$ cat config.mk
export PLATFORM = sky130hd
export DESIGN_NAME = tlb_op_ctrl_flat
export DESIGN_NICKNAME = d
export VERILOG_FILES = /design/src/rtl/tlb_op_ctrl_if.sv /design/src/rtl/tlb_op_ctrl.sv /design/src/flat_wrapper.sv
export SDC_FILE = /design/constraint.sdc
export NUM_CORES = 1
export LEC_CHECK = 0
export CORE_AREA = 2 2 192 194
export CTS_BUF_LIST = sky130_fd_sc_hd__clkbuf_8
export DETAILED_ROUTE_END_ITERATION = 12
export DIE_AREA = 0 0 194 196
export DONT_BUFFER_PORTS = 1
export PLACE_DENSITY = 0.46
export SYNTH_ARGS = -nofsm -noshare
export SYNTH_HDL_FRONTEND = slang
export SYNTH_SLANG_ARGS = --single-unit
$ cat constraint.sdc
create_clock -name clk -period 4.5 [get_ports clk]
set_input_delay 0.45 -clock clk [delete_from_list [all_inputs] [get_ports clk]]
set_output_delay 0.45 -clock clk [all_outputs]
set_load 0.02 [all_outputs]
$ cat src/rtl/tlb_op_ctrl_if.sv
// Shared PhytranItem type and the controller's bus bundle: EX/CSR request side,
// CSR result side and the TLB search/read/write/flush ports.
`timescale 1ns/1ps

package tlb_op_pkg;
    typedef struct packed {
        logic [19:0] ppn;
        logic [1:0]  plv;
        logic [1:0]  mat;
        logic        d;
        logic        v;
    } phytran_item_t;
endpackage

interface tlb_op_ctrl_if #(
    parameter int TLBNUMSIZE = 4
);
    import tlb_op_pkg::*;

    // request handshake and INVTLB operands
    logic                  op_valid;
    logic                  op_ready;
    logic [2:0]            op_code;
    logic [2:0]            inv_op;
    logic [9:0]            inv_asid;
    logic [18:0]           inv_va;

    // CSR snapshot inputs
    logic [TLBNUMSIZE-1:0] csr_idx_index;
    logic [5:0]            csr_idx_ps;
    logic                  csr_idx_ne;
    logic [18:0]           csr_ehi_vppn;
    logic [9:0]            csr_asid;
    phytran_item_t         csr_elo0;
    phytran_item_t         csr_elo1;
    logic                  csr_elo_g;
    logic                  csr_ecode_refill;

    // TLB search port
    logic [18:0]           srch_vppn;
    logic [9:0]            srch_asid;
    logic [TLBNUMSIZE-1:0] srch_index;
    logic                  srch_ne;

    // TLB read port
    logic [TLBNUMSIZE-1:0] r_index;
    logic [5:0]            r_ps;
    logic [9:0]            r_asid;
    logic                  r_ne;
    logic                  r_g;
    logic [18:0]           r_vppn;
    phytran_item_t         r_phytran0;
    phytran_item_t         r_phytran1;

    // TLB write port
    logic                  we;
    logic [TLBNUMSIZE-1:0] w_index;
    logic [5:0]            w_ps;
    logic                  w_ne;
    logic [9:0]            w_asid;
    logic [18:0]           w_vppn;
    logic                  w_g;
    phytran_item_t         w_phytran0;
    phytran_item_t         w_phytran1;

    // TLB flush port
    logic                  fe;
    logic [9:0]            f_asid;
    logic [18:0]           f_va;
    logic [2:0]            f_op;

    // completion and CSR write-back
    logic                  done;
    logic                  op_err;
    logic                  wr_idx_en;
    logic                  wr_ehi_en;
    logic                  wr_elo_en;
    logic                  wr_asid_en;
    logic [TLBNUMSIZE-1:0] o_index;
    logic                  o_ne;
    logic [5:0]            o_ps;
    logic [18:0]           o_vppn;
    logic [9:0]            o_asid;
    phytran_item_t         o_elo0;
    phytran_item_t         o_elo1;
    logic                  o_g;

    modport slave (
        input  op_valid, op_code, inv_op, inv_asid, inv_va,
        input  csr_idx_index, csr_idx_ps, csr_idx_ne, csr_ehi_vppn, csr_asid,
        input  csr_elo0, csr_elo1, csr_elo_g, csr_ecode_refill,
        input  srch_index, srch_ne,
        input  r_ps, r_asid, r_ne, r_g, r_vppn, r_phytran0, r_phytran1,
        output op_ready, srch_vppn, srch_asid, r_index,
        output we, w_index, w_ps, w_ne, w_asid, w_vppn, w_g, w_phytran0, w_phytran1,
        output fe, f_asid, f_va, f_op,
        output done, op_err, wr_idx_en, wr_ehi_en, wr_elo_en, wr_asid_en,
        output o_index, o_ne, o_ps, o_vppn, o_asid, o_elo0, o_elo1, o_g
    );

    modport master (
        output op_valid, op_code, inv_op, inv_asid, inv_va,
        output csr_idx_index, csr_idx_ps, csr_idx_ne, csr_ehi_vppn, csr_asid,
        output csr_elo0, csr_elo1, csr_elo_g, csr_ecode_refill,
        output srch_index, srch_ne,
        output r_ps, r_asid, r_ne, r_g, r_vppn, r_phytran0, r_phytran1,
        input  op_ready, srch_vppn, srch_asid, r_index,
        input  we, w_index, w_ps, w_ne, w_asid, w_vppn, w_g, w_phytran0, w_phytran1,
        input  fe, f_asid, f_va, f_op,
        input  done, op_err, wr_idx_en, wr_ehi_en, wr_elo_en, wr_asid_en,
        input  o_index, o_ne, o_ps, o_vppn, o_asid, o_elo0, o_elo1, o_g
    );
endinterface

$ cat src/rtl/tlb_op_ctrl.sv
// TLB maintenance sequencer (TLBSRCH/TLBRD/TLBWR/TLBFILL/INVTLB): IDLE -> EXEC -> RESP,
// driving the TLB ports during EXEC and pulsing CSR write-back enables in RESP.
`timescale 1ns/1ps

module tlb_op_ctrl
    import tlb_op_pkg::*;
#(
    parameter int TLBNUM     = 16,
    parameter int TLBNUMSIZE = 4
) (
    input  logic         clk,
    input  logic         reset,
    tlb_op_ctrl_if.slave bus
);

    typedef enum logic [1:0] {
        S_IDLE = 2'd0,
        S_EXEC = 2'd1,
        S_RESP = 2'd2
    } state_e;

    localparam logic [2:0] OP_SRCH    = 3'd0;
    localparam logic [2:0] OP_RD      = 3'd1;
    localparam logic [2:0] OP_WR      = 3'd2;
    localparam logic [2:0] OP_FILL    = 3'd3;
    localparam logic [2:0] OP_INV     = 3'd4;
    localparam logic [2:0] INV_OP_MAX = 3'd6;
    localparam logic [TLBNUMSIZE-1:0] FILL_LAST = TLBNUMSIZE'(TLBNUM - 1);

    state_e                state_q;
    logic [TLBNUMSIZE-1:0] fill_ctr_q;
    logic [TLBNUMSIZE-1:0] fill_ctr_d;

    logic [2:0]            op_q;
    logic                  err_q;
    logic [TLBNUMSIZE-1:0] idx_q;
    logic                  op_ready_q;
    logic                  done_q;
    logic                  op_err_q;

    logic                  we_q;
    logic [TLBNUMSIZE-1:0] w_index_q;
    logic [5:0]            w_ps_q;
    logic                  w_ne_q;
    logic [9:0]            w_asid_q;
    logic [18:0]           w_vppn_q;
    logic                  w_g_q;
    phytran_item_t         w_p0_q;
    phytran_item_t         w_p1_q;

    logic [18:0]           srch_vppn_q;
    logic [9:0]            srch_asid_q;
    logic [TLBNUMSIZE-1:0] r_index_q;

    logic                  fe_q;
    logic [2:0]            f_op_q;
    logic [9:0]            f_asid_q;
    logic [18:0]           f_va_q;

    logic                  wr_idx_en_q;
    logic                  wr_ehi_en_q;
    logic                  wr_elo_en_q;
    logic                  wr_asid_en_q;
    logic [TLBNUMSIZE-1:0] o_index_q;
    logic                  o_ne_q;
    logic [5:0]            o_ps_q;
    logic [18:0]           o_vppn_q;
    logic [9:0]            o_asid_q;
    phytran_item_t         o_elo0_q;
    phytran_item_t         o_elo1_q;
    logic                  o_g_q;

    // Next value of the free-running FILL victim counter.
    always_comb begin
        fill_ctr_d = fill_ctr_q;
        if (fill_ctr_q == FILL_LAST) begin
            fill_ctr_d = '0;
        end else begin
            fill_ctr_d = fill_ctr_q + {{(TLBNUMSIZE-1){1'b0}}, 1'b1};
        end
    end

    // FILL victim counter register.
    always_ff @(posedge clk or negedge reset) begin
        if (!reset) begin
            fill_ctr_q <= '0;
        end else begin
            fill_ctr_q <= fill_ctr_d;
        end
    end

    // Sequencer FSM; every output, including the TLB port data, is a register.
    always_ff @(posedge clk or negedge reset) begin
        if (!reset) begin
            state_q      <= S_IDLE;
            op_q         <= 3'd0;
            err_q        <= 1'b0;
            idx_q        <= '0;
            op_ready_q   <= 1'b1;
            done_q       <= 1'b0;
            op_err_q     <= 1'b0;
            we_q         <= 1'b0;
            w_index_q    <= '0;
            w_ps_q       <= 6'd0;
            w_ne_q       <= 1'b0;
            w_asid_q     <= 10'd0;
            w_vppn_q     <= 19'd0;
            w_g_q        <= 1'b0;
            w_p0_q       <= '0;
            w_p1_q       <= '0;
            srch_vppn_q  <= 19'd0;
            srch_asid_q  <= 10'd0;
            r_index_q    <= '0;
            fe_q         <= 1'b0;
            f_op_q       <= 3'd0;
            f_asid_q     <= 10'd0;
            f_va_q       <= 19'd0;
            wr_idx_en_q  <= 1'b0;
            wr_ehi_en_q  <= 1'b0;
            wr_elo_en_q  <= 1'b0;
            wr_asid_en_q <= 1'b0;
            o_index_q    <= '0;
            o_ne_q       <= 1'b0;
            o_ps_q       <= 6'd0;
            o_vppn_q     <= 19'd0;
            o_asid_q     <= 10'd0;
            o_elo0_q     <= '0;
            o_elo1_q     <= '0;
            o_g_q        <= 1'b0;
        end else begin
            case (state_q)
                S_IDLE: begin
                    done_q       <= 1'b0;
                    op_err_q     <= 1'b0;
                    wr_idx_en_q  <= 1'b0;
                    wr_ehi_en_q  <= 1'b0;
                    wr_elo_en_q  <= 1'b0;
                    wr_asid_en_q <= 1'b0;
                    if (bus.op_valid) begin
                        state_q     <= S_EXEC;
                        op_ready_q  <= 1'b0;
                        op_q        <= bus.op_code;
                        idx_q       <= bus.csr_idx_index;
                        err_q       <= (bus.op_code > OP_INV) ||
                                       ((bus.op_code == OP_INV) && (bus.inv_op > INV_OP_MAX));
                        // The snapshot goes straight into the port registers so that
                        // later CSR changes cannot leak into the op in flight.
                        we_q        <= (bus.op_code == OP_WR) || (bus.op_code == OP_FILL);
                        w_index_q   <= (bus.op_code == OP_FILL) ? fill_ctr_q : bus.csr_idx_index;
                        w_ne_q      <= bus.csr_ecode_refill ? 1'b0 : bus.csr_idx_ne;
                        w_ps_q      <= bus.csr_idx_ps;
                        w_asid_q    <= bus.csr_asid;
                        w_vppn_q    <= bus.csr_ehi_vppn;
                        w_g_q       <= bus.csr_elo_g;
                        w_p0_q      <= bus.csr_elo0;
                        w_p1_q      <= bus.csr_elo1;
                        srch_vppn_q <= bus.csr_ehi_vppn;
                        srch_asid_q <= bus.csr_asid;
                        r_index_q   <= bus.csr_idx_index;
                        fe_q        <= (bus.op_code == OP_INV) && (bus.inv_op <= INV_OP_MAX);
                        f_op_q      <= bus.inv_op;
                        f_asid_q    <= bus.inv_asid;
                        f_va_q      <= bus.inv_va;
                    end else begin
                        state_q    <= S_IDLE;
                        op_ready_q <= 1'b1;
                        we_q       <= 1'b0;
                        fe_q       <= 1'b0;
                    end
                end
                S_EXEC: begin
                    state_q  <= S_RESP;
                    we_q     <= 1'b0;
                    fe_q     <= 1'b0;
                    done_q   <= 1'b1;
                    op_err_q <= err_q;
                    case (op_q)
                        OP_SRCH: begin
                            wr_idx_en_q <= 1'b1;
                            if (!bus.srch_ne) begin
                                o_ne_q    <= 1'b0;
                                o_index_q <= bus.srch_index;
                            end else begin
                                o_ne_q    <= 1'b1;
                                o_index_q <= idx_q;
                            end
                        end
                        OP_RD: begin
                            wr_idx_en_q  <= 1'b1;
                            wr_ehi_en_q  <= 1'b1;
                            wr_elo_en_q  <= 1'b1;
                            wr_asid_en_q <= 1'b1;
                            o_index_q    <= idx_q;
                            if (!bus.r_ne) begin
                                o_ne_q   <= 1'b0;
                                o_ps_q   <= bus.r_ps;
                                o_vppn_q <= bus.r_vppn;
                                o_asid_q <= bus.r_asid;
                                o_elo0_q <= bus.r_phytran0;
                                o_elo1_q <= bus.r_phytran1;
                                o_g_q    <= bus.r_g;
                            end else begin
                                // An invalid entry reads back as all-zero CSR content.
                                o_ne_q   <= 1'b1;
                                o_ps_q   <= 6'd0;
                                o_vppn_q <= 19'd0;
                                o_asid_q <= 10'd0;
                                o_elo0_q <= '0;
                                o_elo1_q <= '0;
                                o_g_q    <= 1'b0;
                            end
                        end
                        default: begin
                            wr_idx_en_q <= 1'b0;
                        end
                    endcase
                end
                S_RESP: begin
                    state_q      <= S_IDLE;
                    op_ready_q   <= 1'b1;
                    done_q       <= 1'b0;
                    op_err_q     <= 1'b0;
                    wr_idx_en_q  <= 1'b0;
                    wr_ehi_en_q  <= 1'b0;
                    wr_elo_en_q  <= 1'b0;
                    wr_asid_en_q <= 1'b0;
                end
                default: begin
                    state_q    <= S_IDLE;
                    op_ready_q <= 1'b1;
                    done_q     <= 1'b0;
                    op_err_q   <= 1'b0;
                    we_q       <= 1'b0;
                    fe_q       <= 1'b0;
                end
            endcase
        end
    end

    assign bus.op_ready   = op_ready_q;
    assign bus.done       = done_q;
    assign bus.op_err     = op_err_q;

    assign bus.srch_vppn  = srch_vppn_q;
    assign bus.srch_asid  = srch_asid_q;
    assign bus.r_index    = r_index_q;

    assign bus.we         = we_q;
    assign bus.w_index    = w_index_q;
    assign bus.w_ps       = w_ps_q;
    assign bus.w_ne       = w_ne_q;
    assign bus.w_asid     = w_asid_q;
    assign bus.w_vppn     = w_vppn_q;
    assign bus.w_g        = w_g_q;
    assign bus.w_phytran0 = w_p0_q;
    assign bus.w_phytran1 = w_p1_q;

    assign bus.fe         = fe_q;
    assign bus.f_op       = f_op_q;
    assign bus.f_asid     = f_asid_q;
    assign bus.f_va       = f_va_q;

    assign bus.wr_idx_en  = wr_idx_en_q;
    assign bus.wr_ehi_en  = wr_ehi_en_q;
    assign bus.wr_elo_en  = wr_elo_en_q;
    assign bus.wr_asid_en = wr_asid_en_q;
    assign bus.o_index    = o_index_q;
    assign bus.o_ne       = o_ne_q;
    assign bus.o_ps       = o_ps_q;
    assign bus.o_vppn     = o_vppn_q;
    assign bus.o_asid     = o_asid_q;
    assign bus.o_elo0     = o_elo0_q;
    assign bus.o_elo1     = o_elo1_q;
    assign bus.o_g        = o_g_q;

endmodule

$ cat src/flat_wrapper.sv
// flat-port wrapper written by rule: the top's interface ports become plain ports
module tlb_op_ctrl_flat import tlb_op_pkg::*;
#(
    parameter int TLBNUM     = 16,
    parameter int TLBNUMSIZE = 4
)
  (clk, reset, bus_op_valid, bus_op_code, bus_inv_op, bus_inv_asid, bus_inv_va, bus_csr_idx_index, bus_csr_idx_ps, bus_csr_idx_ne, bus_csr_ehi_vppn, bus_csr_asid, bus_csr_elo0, bus_csr_elo1, bus_csr_elo_g, bus_csr_ecode_refill, bus_srch_index, bus_srch_ne, bus_r_ps, bus_r_asid, bus_r_ne, bus_r_g, bus_r_vppn, bus_r_phytran0, bus_r_phytran1, bus_op_ready, bus_srch_vppn, bus_srch_asid, bus_r_index, bus_we, bus_w_index, bus_w_ps, bus_w_ne, bus_w_asid, bus_w_vppn, bus_w_g, bus_w_phytran0, bus_w_phytran1, bus_fe, bus_f_asid, bus_f_va, bus_f_op, bus_done, bus_op_err, bus_wr_idx_en, bus_wr_ehi_en, bus_wr_elo_en, bus_wr_asid_en, bus_o_index, bus_o_ne, bus_o_ps, bus_o_vppn, bus_o_asid, bus_o_elo0, bus_o_elo1, bus_o_g);
  tlb_op_ctrl_if #(.TLBNUMSIZE(TLBNUMSIZE)) bus_i ();
  input  logic clk;
  input  logic reset;
  input wire logic [$bits(bus_i.op_valid)-1:0] bus_op_valid;
  input wire logic [$bits(bus_i.op_code)-1:0] bus_op_code;
  input wire logic [$bits(bus_i.inv_op)-1:0] bus_inv_op;
  input wire logic [$bits(bus_i.inv_asid)-1:0] bus_inv_asid;
  input wire logic [$bits(bus_i.inv_va)-1:0] bus_inv_va;
  input wire logic [$bits(bus_i.csr_idx_index)-1:0] bus_csr_idx_index;
  input wire logic [$bits(bus_i.csr_idx_ps)-1:0] bus_csr_idx_ps;
  input wire logic [$bits(bus_i.csr_idx_ne)-1:0] bus_csr_idx_ne;
  input wire logic [$bits(bus_i.csr_ehi_vppn)-1:0] bus_csr_ehi_vppn;
  input wire logic [$bits(bus_i.csr_asid)-1:0] bus_csr_asid;
  input wire logic [$bits(bus_i.csr_elo0)-1:0] bus_csr_elo0;
  input wire logic [$bits(bus_i.csr_elo1)-1:0] bus_csr_elo1;
  input wire logic [$bits(bus_i.csr_elo_g)-1:0] bus_csr_elo_g;
  input wire logic [$bits(bus_i.csr_ecode_refill)-1:0] bus_csr_ecode_refill;
  input wire logic [$bits(bus_i.srch_index)-1:0] bus_srch_index;
  input wire logic [$bits(bus_i.srch_ne)-1:0] bus_srch_ne;
  input wire logic [$bits(bus_i.r_ps)-1:0] bus_r_ps;
  input wire logic [$bits(bus_i.r_asid)-1:0] bus_r_asid;
  input wire logic [$bits(bus_i.r_ne)-1:0] bus_r_ne;
  input wire logic [$bits(bus_i.r_g)-1:0] bus_r_g;
  input wire logic [$bits(bus_i.r_vppn)-1:0] bus_r_vppn;
  input wire logic [$bits(bus_i.r_phytran0)-1:0] bus_r_phytran0;
  input wire logic [$bits(bus_i.r_phytran1)-1:0] bus_r_phytran1;
  output wire logic [$bits(bus_i.op_ready)-1:0] bus_op_ready;
  output wire logic [$bits(bus_i.srch_vppn)-1:0] bus_srch_vppn;
  output wire logic [$bits(bus_i.srch_asid)-1:0] bus_srch_asid;
  output wire logic [$bits(bus_i.r_index)-1:0] bus_r_index;
  output wire logic [$bits(bus_i.we)-1:0] bus_we;
  output wire logic [$bits(bus_i.w_index)-1:0] bus_w_index;
  output wire logic [$bits(bus_i.w_ps)-1:0] bus_w_ps;
  output wire logic [$bits(bus_i.w_ne)-1:0] bus_w_ne;
  output wire logic [$bits(bus_i.w_asid)-1:0] bus_w_asid;
  output wire logic [$bits(bus_i.w_vppn)-1:0] bus_w_vppn;
  output wire logic [$bits(bus_i.w_g)-1:0] bus_w_g;
  output wire logic [$bits(bus_i.w_phytran0)-1:0] bus_w_phytran0;
  output wire logic [$bits(bus_i.w_phytran1)-1:0] bus_w_phytran1;
  output wire logic [$bits(bus_i.fe)-1:0] bus_fe;
  output wire logic [$bits(bus_i.f_asid)-1:0] bus_f_asid;
  output wire logic [$bits(bus_i.f_va)-1:0] bus_f_va;
  output wire logic [$bits(bus_i.f_op)-1:0] bus_f_op;
  output wire logic [$bits(bus_i.done)-1:0] bus_done;
  output wire logic [$bits(bus_i.op_err)-1:0] bus_op_err;
  output wire logic [$bits(bus_i.wr_idx_en)-1:0] bus_wr_idx_en;
  output wire logic [$bits(bus_i.wr_ehi_en)-1:0] bus_wr_ehi_en;
  output wire logic [$bits(bus_i.wr_elo_en)-1:0] bus_wr_elo_en;
  output wire logic [$bits(bus_i.wr_asid_en)-1:0] bus_wr_asid_en;
  output wire logic [$bits(bus_i.o_index)-1:0] bus_o_index;
  output wire logic [$bits(bus_i.o_ne)-1:0] bus_o_ne;
  output wire logic [$bits(bus_i.o_ps)-1:0] bus_o_ps;
  output wire logic [$bits(bus_i.o_vppn)-1:0] bus_o_vppn;
  output wire logic [$bits(bus_i.o_asid)-1:0] bus_o_asid;
  output wire logic [$bits(bus_i.o_elo0)-1:0] bus_o_elo0;
  output wire logic [$bits(bus_i.o_elo1)-1:0] bus_o_elo1;
  output wire logic [$bits(bus_i.o_g)-1:0] bus_o_g;
  assign bus_i.op_valid = bus_op_valid;
  assign bus_i.op_code = bus_op_code;
  assign bus_i.inv_op = bus_inv_op;
  assign bus_i.inv_asid = bus_inv_asid;
  assign bus_i.inv_va = bus_inv_va;
  assign bus_i.csr_idx_index = bus_csr_idx_index;
  assign bus_i.csr_idx_ps = bus_csr_idx_ps;
  assign bus_i.csr_idx_ne = bus_csr_idx_ne;
  assign bus_i.csr_ehi_vppn = bus_csr_ehi_vppn;
  assign bus_i.csr_asid = bus_csr_asid;
  assign bus_i.csr_elo0 = bus_csr_elo0;
  assign bus_i.csr_elo1 = bus_csr_elo1;
  assign bus_i.csr_elo_g = bus_csr_elo_g;
  assign bus_i.csr_ecode_refill = bus_csr_ecode_refill;
  assign bus_i.srch_index = bus_srch_index;
  assign bus_i.srch_ne = bus_srch_ne;
  assign bus_i.r_ps = bus_r_ps;
  assign bus_i.r_asid = bus_r_asid;
  assign bus_i.r_ne = bus_r_ne;
  assign bus_i.r_g = bus_r_g;
  assign bus_i.r_vppn = bus_r_vppn;
  assign bus_i.r_phytran0 = bus_r_phytran0;
  assign bus_i.r_phytran1 = bus_r_phytran1;
  assign bus_op_ready = bus_i.op_ready;
  assign bus_srch_vppn = bus_i.srch_vppn;
  assign bus_srch_asid = bus_i.srch_asid;
  assign bus_r_index = bus_i.r_index;
  assign bus_we = bus_i.we;
  assign bus_w_index = bus_i.w_index;
  assign bus_w_ps = bus_i.w_ps;
  assign bus_w_ne = bus_i.w_ne;
  assign bus_w_asid = bus_i.w_asid;
  assign bus_w_vppn = bus_i.w_vppn;
  assign bus_w_g = bus_i.w_g;
  assign bus_w_phytran0 = bus_i.w_phytran0;
  assign bus_w_phytran1 = bus_i.w_phytran1;
  assign bus_fe = bus_i.fe;
  assign bus_f_asid = bus_i.f_asid;
  assign bus_f_va = bus_i.f_va;
  assign bus_f_op = bus_i.f_op;
  assign bus_done = bus_i.done;
  assign bus_op_err = bus_i.op_err;
  assign bus_wr_idx_en = bus_i.wr_idx_en;
  assign bus_wr_ehi_en = bus_i.wr_ehi_en;
  assign bus_wr_elo_en = bus_i.wr_elo_en;
  assign bus_wr_asid_en = bus_i.wr_asid_en;
  assign bus_o_index = bus_i.o_index;
  assign bus_o_ne = bus_i.o_ne;
  assign bus_o_ps = bus_i.o_ps;
  assign bus_o_vppn = bus_i.o_vppn;
  assign bus_o_asid = bus_i.o_asid;
  assign bus_o_elo0 = bus_i.o_elo0;
  assign bus_o_elo1 = bus_i.o_elo1;
  assign bus_o_g = bus_i.o_g;
  tlb_op_ctrl #(.TLBNUM(TLBNUM), .TLBNUMSIZE(TLBNUMSIZE)) u_core (.clk(clk), .reset(reset), .bus(bus_i));
endmodule
After elaboration in Yosys (flattened, before gate mapping)
Cells that the tools add are included.

word-level totals
  register bits after elaboration = 239
  output and inout bits = 260
  word-level logic and storage cells = 101

operators by class
  eq/ne operators = 8
  order comparisons = 3
  reductions and logical operators = 14
  multiplexer cells = 28
  add/subtract/negate cells = 1

operators by type and width
  operator                                                number
  2-to-1 mux 26 bit                                       2
  2-to-1 mux 19 bit                                       1
  2-to-1 mux 1 bit                                        12
  2-to-1 mux 4 bit                                        3
  case mux 1 bit (2 select lines)                         6
  2-to-1 mux 10 bit                                       1
  case mux 4 bit (2 select lines)                         1
  AND reduction 2 bit                                     4
  equality test 3 x 2 -> 1 bit (second input constant)    2
  > comparator 3 bit (second input constant)              2
  2-to-1 mux 6 bit                                        1
  adder 4 x 1 -> 4 bit (second input constant)            1
  equality test 4 bit (second input constant)             1
  case mux 2 bit (2 select lines)                         1
  nonzero test 2 bit                                      2
  OR reduction 2 bit                                      2
  equality test 3 x 1 -> 1 bit (second input constant)    1
  equality test 3 bit (second input constant)             1
  less-or-equal comparator 3 bit (second input constant)  1
  zero test 3 bit                                         1
  equality test 2 x 1 -> 1 bit (second input constant)    1
  equality test 2 bit (second input constant)             1
  logical AND 1 bit                                       2
  zero test 2 bit                                         1
  other kinds (2)                                         3

Depth between registers and ports, before layout
Gate-level depths: netlist of run 1.

  depth after elaboration = 4
  gate-level depth with buffers = 7
  depth with buffers taken out = 4

Worst setup path before layout of run 1
OpenSTA, ideal clock, no wires.

  kind = register -> register
  start point = reg, netlist name u_core.bus.done
  end point = reg u_core.o_asid_q[0] (netlist: u_core.bus.o_asid[0])
  arrival time = 1512 ps
  data required time = 4372 ps
  stages on the path, launching flop included = 6
  slack = 2860 ps
  path buffers = 2
  path through = dfrtp_1 -> nor4b_4 -> nand2_2 -> buf_6 -> buf_6 -> mux2_1

RTL lines
  item                  line                RTL
  end signal, assigned  tlb_op_ctrl.sv:198  o_asid_q <= bus.r_asid;
  end, declared         tlb_op_ctrl.sv:68   logic [9:0] o_asid_q;

==> results of run 1 <==
through the flow:
stage / total power [W] / hold WS (ps) / cell area [um2] / instances
finish: 0.007150 / -425.1 / 12080 / 1530
global route: 0.007544 / -485.4 / 12080 / 1530
CTS: 0.007273 / -499.9 / 12080 / 1530
detailed placement: 0.005107 / 158.8 / 9955 / 1329
global placement: 0.005088 / 159.2 / 9955 / 1329
floorplan: 0.004842 / 154.4 / 9788 / 937
cell type report:
cell class | instances | area (um2)
repair buffers | 131 | 1314
flip-flops and latches | 238 | 5957
multi-input cells | 616 | 3356
inverters | 3 | 13.76
clock buffers | 53 | 729.5
well taps | 468 | 585.6
fillers | 3607 | 24010
clock inverters | 21 | 120.1
final timing paths:
check	startpoint	end	slack (ps)	cells past startpoint
min	reset	u_core.bus.w_phytran0[6]$_DFFE_PN0P_	-430	0
max reg2reg	u_core.bus.done$_DFF_PN0_	u_core.bus.o_vppn[8]$_DFFE_PN0P_	1750	4
max in group asynchronous	reset	u_core.bus.o_elo1[11]$_DFFE_PN0P_	4530	0
min in group clk	bus_csr_idx_index[0]	u_core.bus.w_index[0]$_DFFE_PN0P_	100	2
min reg2reg	u_core.err_q$_DFFE_PN0P_	u_core.bus.op_err$_DFF_PN0_	490	1
max	u_core.bus.done$_DFF_PN0_	u_core.bus.o_vppn[8]$_DFFE_PN0P_	1750	4
worst reg2reg max path: stages (launching register included):
cell,delay [ps]
dfrtp_1,540
nor4b_4,640
nand2_4,560
buf_4,530
mux2_2,340
cell usage after synthesis (all sizes together):
library cell	n
and2b	3
nand3	3
xor2	1
a31oi	1
nand3b	2
nor4bb	1
mux2	88
nand2	388
mux2i	9
nor2	12
a31o	1
dfrtp	237
clkbuf	15
nor2b	86
or3b	1
and2	1
o21ai	3
dfstp	1
and3	1
nor4b	1
o22ai	1
buf	65
ha	1
inv	3
a21oi	12
logic make-up after synthesis:
| family | Yosys count |
|---|---|
| AOI/OAI and AO/OA | 18 |
| xor gates and xnor gates | 1 |
| adders and majority gates | 1 |
| buffers and inverters | 83 |
| DFF | 238 |
| muxes | 97 |
| and+or+nand+nor | 499 |
flip-flops by register name (all words and copies together) (netlist names), 3 cells and up:
name,flops
u_core.bus.srch_asid,10
u_core.bus.o_elo0,26
u_core.bus.w_index,4
u_core.bus.w_phytran1,26
u_core.bus.o_ps,6
u_core.bus.srch_vppn,19
u_core.idx_q,4
u_core.bus.o_elo1,26
u_core.bus.w_phytran0,26
u_core.bus.o_vppn,19
u_core.bus.w_ps,6
u_core.op_q,3
u_core.bus.f_op,3
u_core.bus.f_asid,10
u_core.bus.f_va,19
u_core.bus.o_asid,10
u_core.fill_ctr_q,4
u_core.bus.o_index,4
power by group through the flow:
stage               registers [W]  clock network, W  logic [W]
floorplan                 0.00396                 0   0.000883
global placement          0.00431                 0   0.000782
detailed placement        0.00429                 0   0.000819
CTS                       0.00426           0.00211   0.000904
global route              0.00433           0.00219    0.00102
finish                    0.00425           0.00200   0.000896
metal layers:
metal	vias to the layer above	global-route usage (%)
met2	374	23.36
met5	-	0
met4	0	6.004
met1	3252	16.77
met3	45	5.845
li1	3095	-
==> flow_metrics.env, run 1 <==
export IMPL_crit_buf_inv=1
export IMPL_p_comb_share_pct=12.5
export IMPL_cp_top_family="simple AND/OR/NAND/NOR gates"
export IMPL_io_buffers=0
export IMPL_power_density_nw_per_um2=592.1
export IMPL_routed_top_layer="met4"
export IMPL_dp_hpwl_um=18100
export IMPL_synth_avg_cell_area_um2=10.45
export IMPL_wl_met3_um=2970
export IMPL_mostFrequentLayoutCells="nand2_1 (387), dfrtp_1 (237), dlygate4sd3_1 (127), nor2b_1 (86), mux2_2 (79)"
export IMPL_synth_cells=937
export IMPL_hold_slack_ps=-425.1
export IMPL_critPathRequiredTime_ps=4950
export IMPL_clockPowerShare_pct=28.0
export IMPL_fin_crit_ps=2745
export IMPL_wl_met1_um=10870
export IMPL_crit_path_start_kind="flop"
export IMPL_cts_buffers=41
export IMPL_drive_above_1_share_pct=14.22
export IMPL_wl_per_cell_um=18.18
export IMPL_grt_pass1_vias=7175
export IMPL_slowest_delay_ps=640
export IMPL_fin_util_pct=33.46
export IMPL_crit_type="reg -> reg"
export IMPL_slew_viol_final=0
export IMPL_grt_setup_unrepaired="no"
export IMPL_synth_seq_cells=238
export IMPL_gp_congestion=0.7367
export IMPL_grt_pass1_wl_um=42790
export IMPL_groute_usage_overall_pct=14.35
export IMPL_syn_num_nets=1164
export IMPL_cts_tree="built"
export IMPL_synth_xor_area_share_pct=0.08948
export IMPL_synth_compound_area_share_pct=0.9843
export IMPL_cts_sinks=238
export IMPL_grt_ovfl_total=0
export IMPL_vias=6766
export IMPL_yosys_warnings=0
export IMPL_layout_commonest_cell="nand2_1"
export IMPL_route_detailed_drc=0
export IMPL_worst_setup_path_end_kind="flop"
export IMPL_totalNegativeSetupSlack_ps=0
export IMPL_n_antenna_cell=0
export IMPL_path_clk_slew_ps=60
export IMPL_io_pin_count=486
export IMPL_maxSlewHeadroom_pct=42.95
export IMPL_cts_repair_resized=0
export IMPL_drt_iter0_drc=260
export IMPL_grt_max_degree=239
export IMPL_outcome="complete, but fails checks"
export IMPL_num_rows=70
export IMPL_cts_buffer_depth=3
export IMPL_synth_area_leader_cell="dfrtp_1"
export IMPL_crit_chain="nor4b_4 > nand2_4 > buf_4 > mux2_2"
export IMPL_p_seq_share_pct=59.5
export IMPL_area_growth_pct=23.37
export IMPL_via_per_inst=4.422
export IMPL_htree_levels=2
export IMPL_cp_arrival_ps=3200
export IMPL_cap_viol_max_count=0
export IMPL_fmax_mhz=364.3
export IMPL_crit_slowest_cell="nor4b_4"
export IMPL_ir_drop_uv=298.7
export IMPL_period_share_pct=61.01
export IMPL_violations="negative hold slack"
export IMPL_wl_um=27810
export IMPL_synth_area_mux_share_pct=11.04
export IMPL_wl_met2_um=13290
export IMPL_setup_violations=0
export IMPL_power_leakage_nw=5.959
export IMPL_place_ws_ps=1729
export IMPL_clock_latency_ps=570
export IMPL_ys_types=31
export IMPL_netlist_area_um2=9788
export IMPL_cts_root_buf="clkbuf_8"
export IMPL_hold_viol_final=238
export IMPL_core_um2=36080
export IMPL_grt_antenna_before_repair=1
export IMPL_synth_top_family_by_area="simple AND/OR/NAND/NOR gates"
export IMPL_holdBufCountCts=127
export IMPL_synthTopCellsByArea="dfrtp_1 (61%), nand2_1 (15%), mux2_2 (9.1%)"
export IMPL_synth_simple_area_share_pct=21.96
export IMPL_hold_class="in -> async"
export IMPL_die_h_um=196
export IMPL_die_area_um2=38020
export IMPL_clock_skew_ps=20.83
export IMPL_ys_seq_area_share_pct=60.86
export IMPL_yosys_area_share_adder_pct=0.1278
export IMPL_nets=1258
export IMPL_ant_nets=0
export IMPL_switching_power_w=0.002760
export IMPL_die_x_um=194
export IMPL_p_int_w=0.004390
export IMPL_path_max_fanout=57
export IMPL_worstMarginPinSlew_ps=855.8
export IMPL_first_pass_iters=4
export IMPL_sw_frac_of_total_pct=38.60
export IMPL_synth_top_area_share_pct=60.59
export IMPL_cts_setup_buffers=0
export IMPL_start_util_pct=27.13
export IMPL_worst_slack_ps=1755
(Power assumes the default switching activity.)
==> inputs of run 2 (changes only) <==
- PLACE_DENSITY: 0.46 -> 0.47
- clock period: 4.5 -> 2.52 ns (I/O delays scaled with it)
==> run 2 against run 1 <==
The run still ends with negative hold slack left. Design area increased by 8.2%. Flip-flop and latch count unchanged. Sequential power rose by 78%. Worst hold slack got worse by 200 ps.
==> flow_metrics.env, run 2 (synthesis results as in run 1) <==
export IMPL_outcome="complete, but fails checks"
export IMPL_violations="negative hold slack"
export IMPL_htree_levels=2
export IMPL_start_util_pct=27.13
export IMPL_vias=7176
export IMPL_route_detailed_drc=0
export IMPL_drt_iter0_drc=178
export IMPL_reg2regPathDepth=6
export IMPL_wl_um=28500
export IMPL_mostFrequentLayoutCells="nand2_1 (387), dfrtp_1 (237), dlygate4sd3_1 (220), nor2b_1 (86), mux2_2 (79)"
export IMPL_grt_max_degree=239
export IMPL_grt_antenna_before_repair=3
export IMPL_drive_above_1_share_pct=13.19
export IMPL_finalPower_w=0.01289
export IMPL_clockPowerShare_pct=27.4
export IMPL_switching_power_w=0.004953
export IMPL_cp_arrival_ps=2890
export IMPL_hold_viol_final=238
export IMPL_critPathRequiredTime_ps=3030
export IMPL_nets=1356
export IMPL_crit_buf_inv=3
export IMPL_slew_viol_final=0
export IMPL_r2r_end="u_core.bus.w_ne$_DFFE_PN0P_"
export IMPL_die_h_um=196
export IMPL_clock_skew_ps=19.88
export IMPL_dp_hpwl_um=17610
export IMPL_io_buffers=0
export IMPL_crit_type="reg -> reg"
export IMPL_path_clk_slew_ps=60
export IMPL_fin_util_pct=36.21
export IMPL_gp_congestion=0.7703
export IMPL_p_int_w=0.007936
export IMPL_p_seq_share_pct=58.8
export IMPL_hold_slack_ps=-621.3
export IMPL_wl_per_cell_um=17.57
export IMPL_grt_pass1_wl_um=43980
export IMPL_worst_setup_path_end_kind="flop"
export IMPL_area_growth_pct=33.50
export IMPL_hold_class="in -> async"
export IMPL_maxSlewHeadroom_pct=52.75
export IMPL_die_area_um2=38020
export IMPL_cts_buffers=42
export IMPL_num_rows=70
export IMPL_power_leakage_nw=6.363
export IMPL_cts_sinks=238
export IMPL_power_density_nw_per_um2=986.3
export IMPL_ant_nets=0
export IMPL_rrSetupSlack_ps=140
export IMPL_layout_commonest_cell="nand2_1"
export IMPL_grt_setup_unrepaired="no"
export IMPL_setup_violations=0
export IMPL_cts_repair_resized=0
export IMPL_ir_drop_uv=571.0
export IMPL_r2r_start="u_core.bus.done$_DFF_PN0_"
export IMPL_grt_ovfl_total=0
export IMPL_slowest_delay_ps=560
export IMPL_cts_tree="built"
export IMPL_fmax_mhz=419.4
export IMPL_period_share_pct=94.61
export IMPL_grt_pass1_vias=7595
export IMPL_cp_top_family="buffers and inverters"
export IMPL_fin_crit_ps=2384
export IMPL_totalNegativeSetupSlack_ps=0
export IMPL_first_pass_iters=4
export IMPL_sw_frac_of_total_pct=38.43
export IMPL_worstMarginPinSlew_ps=708.7
export IMPL_io_pin_count=486
export IMPL_via_per_inst=4.424
export IMPL_crit_slowest_cell="dfrtp_1"
export IMPL_clock_latency_ps=570
export IMPL_cap_viol_max_count=0
export IMPL_p_comb_share_pct=13.8
export IMPL_worst_slack_ps=135.9
export IMPL_path_max_fanout=33
export IMPL_cts_root_buf="clkbuf_8"
export IMPL_groute_usage_overall_pct=14.63
export IMPL_crit_path_start_kind="flop"
export IMPL_place_ws_ps=541.7
export IMPL_cts_buffer_depth=3
export IMPL_crit_chain="or3b_4 > inv_4 > buf_12 > nand3b_1 > dlygate4sd3_1 > nand2_1"
export IMPL_core_um2=36080
export IMPL_die_x_um=194
-- run 2: cell types whose count changed in the layout (fill, tap and decap cells not counted), sizes merged, moves of 2 or more --
cell and delta:
buf +4, clkinv -4, diode +2, clkbuf +3, inv -4, dlygate4sd3 +93
-- run 2: per-layer routing --
layer / global-route usage, % / up-vias / share of wire, % / wire length [um]
li1: - / 3289 / - / -
met4: 4.545 / 2 / 2.0 / 558
met5: 0 / - / 0.046 / 13
met1: 16.61 / 3466 / 40 / 11340
met2: 24.20 / 376 / 47 / 13450
met3: 7.203 / 43 / 11 / 3141
-- run 2: cell type report --
cell class / instances / area (um2)
multi-input cells: 616 / 3356
flip-flops and latches: 238 / 5957
fillers: 3480 / 23020
repair buffers: 228 / 2332
diodes: 2 / 5.005
clock buffers: 56 / 770.7
clock inverters: 11 / 47.55
inverters: 3 / 13.76
well taps: 468 / 585.6
-- run 2: how the worst max path moves through the flow --
stage                                    from                                   end  slack, ps  depth (start not counted)
floorplan           u_core.bus.done$_DFF_PN0_      u_core.bus.o_asid[0]$_DFFE_PN0P_        880                          5
global placement    u_core.bus.done$_DFF_PN0_  u_core.bus.srch_vppn[13]$_DFFE_PN0P_        570                          5
global route        u_core.bus.done$_DFF_PN0_           u_core.bus.w_ne$_DFFE_PN0P_         20                          6
finish              u_core.bus.done$_DFF_PN0_           u_core.bus.w_ne$_DFFE_PN0P_        140                          6
CTS                 u_core.bus.done$_DFF_PN0_           u_core.bus.w_ne$_DFFE_PN0P_        110                          6
detailed placement  u_core.bus.done$_DFF_PN0_      u_core.bus.f_asid[7]$_DFFE_PN0P_        540                          5
-- run 2: power by group through the flow --
stage / Sequential (W) / Combinational, W / Clock, W
2_1_floorplan: 0.00707 / 0.00158 / 0
4_1_cts: 0.00759 / 0.00178 / 0.00369
6_report: 0.00758 / 0.00178 / 0.00353
3_3_place_gp: 0.00767 / 0.00140 / 0
3_5_place_dp: 0.00764 / 0.00147 / 0
5_1_grt: 0.00773 / 0.00203 / 0.00386
-- run 2: per-stage QoR --
stage | area (um2) | instances
after floorplan | 9788 | 937
after global placement | 10010 | 1332
after detailed placement | 10010 | 1332
after CTS | 13050 | 1619
after global routing | 13070 | 1621
final | 13070 | 1622
-- run 2: what timing repair did --
action                    in CTS  in global routing
hold buffers                 220                  1
buffers inserted               0                  0
hold endpoints to repair     459                239
-- run 2: worst reg2reg max path: cells and delay by family, from the launching register on --
kind	cells	cell delay, ps
flops	1	560
simple gates	3	670
buf+inv	3	1100
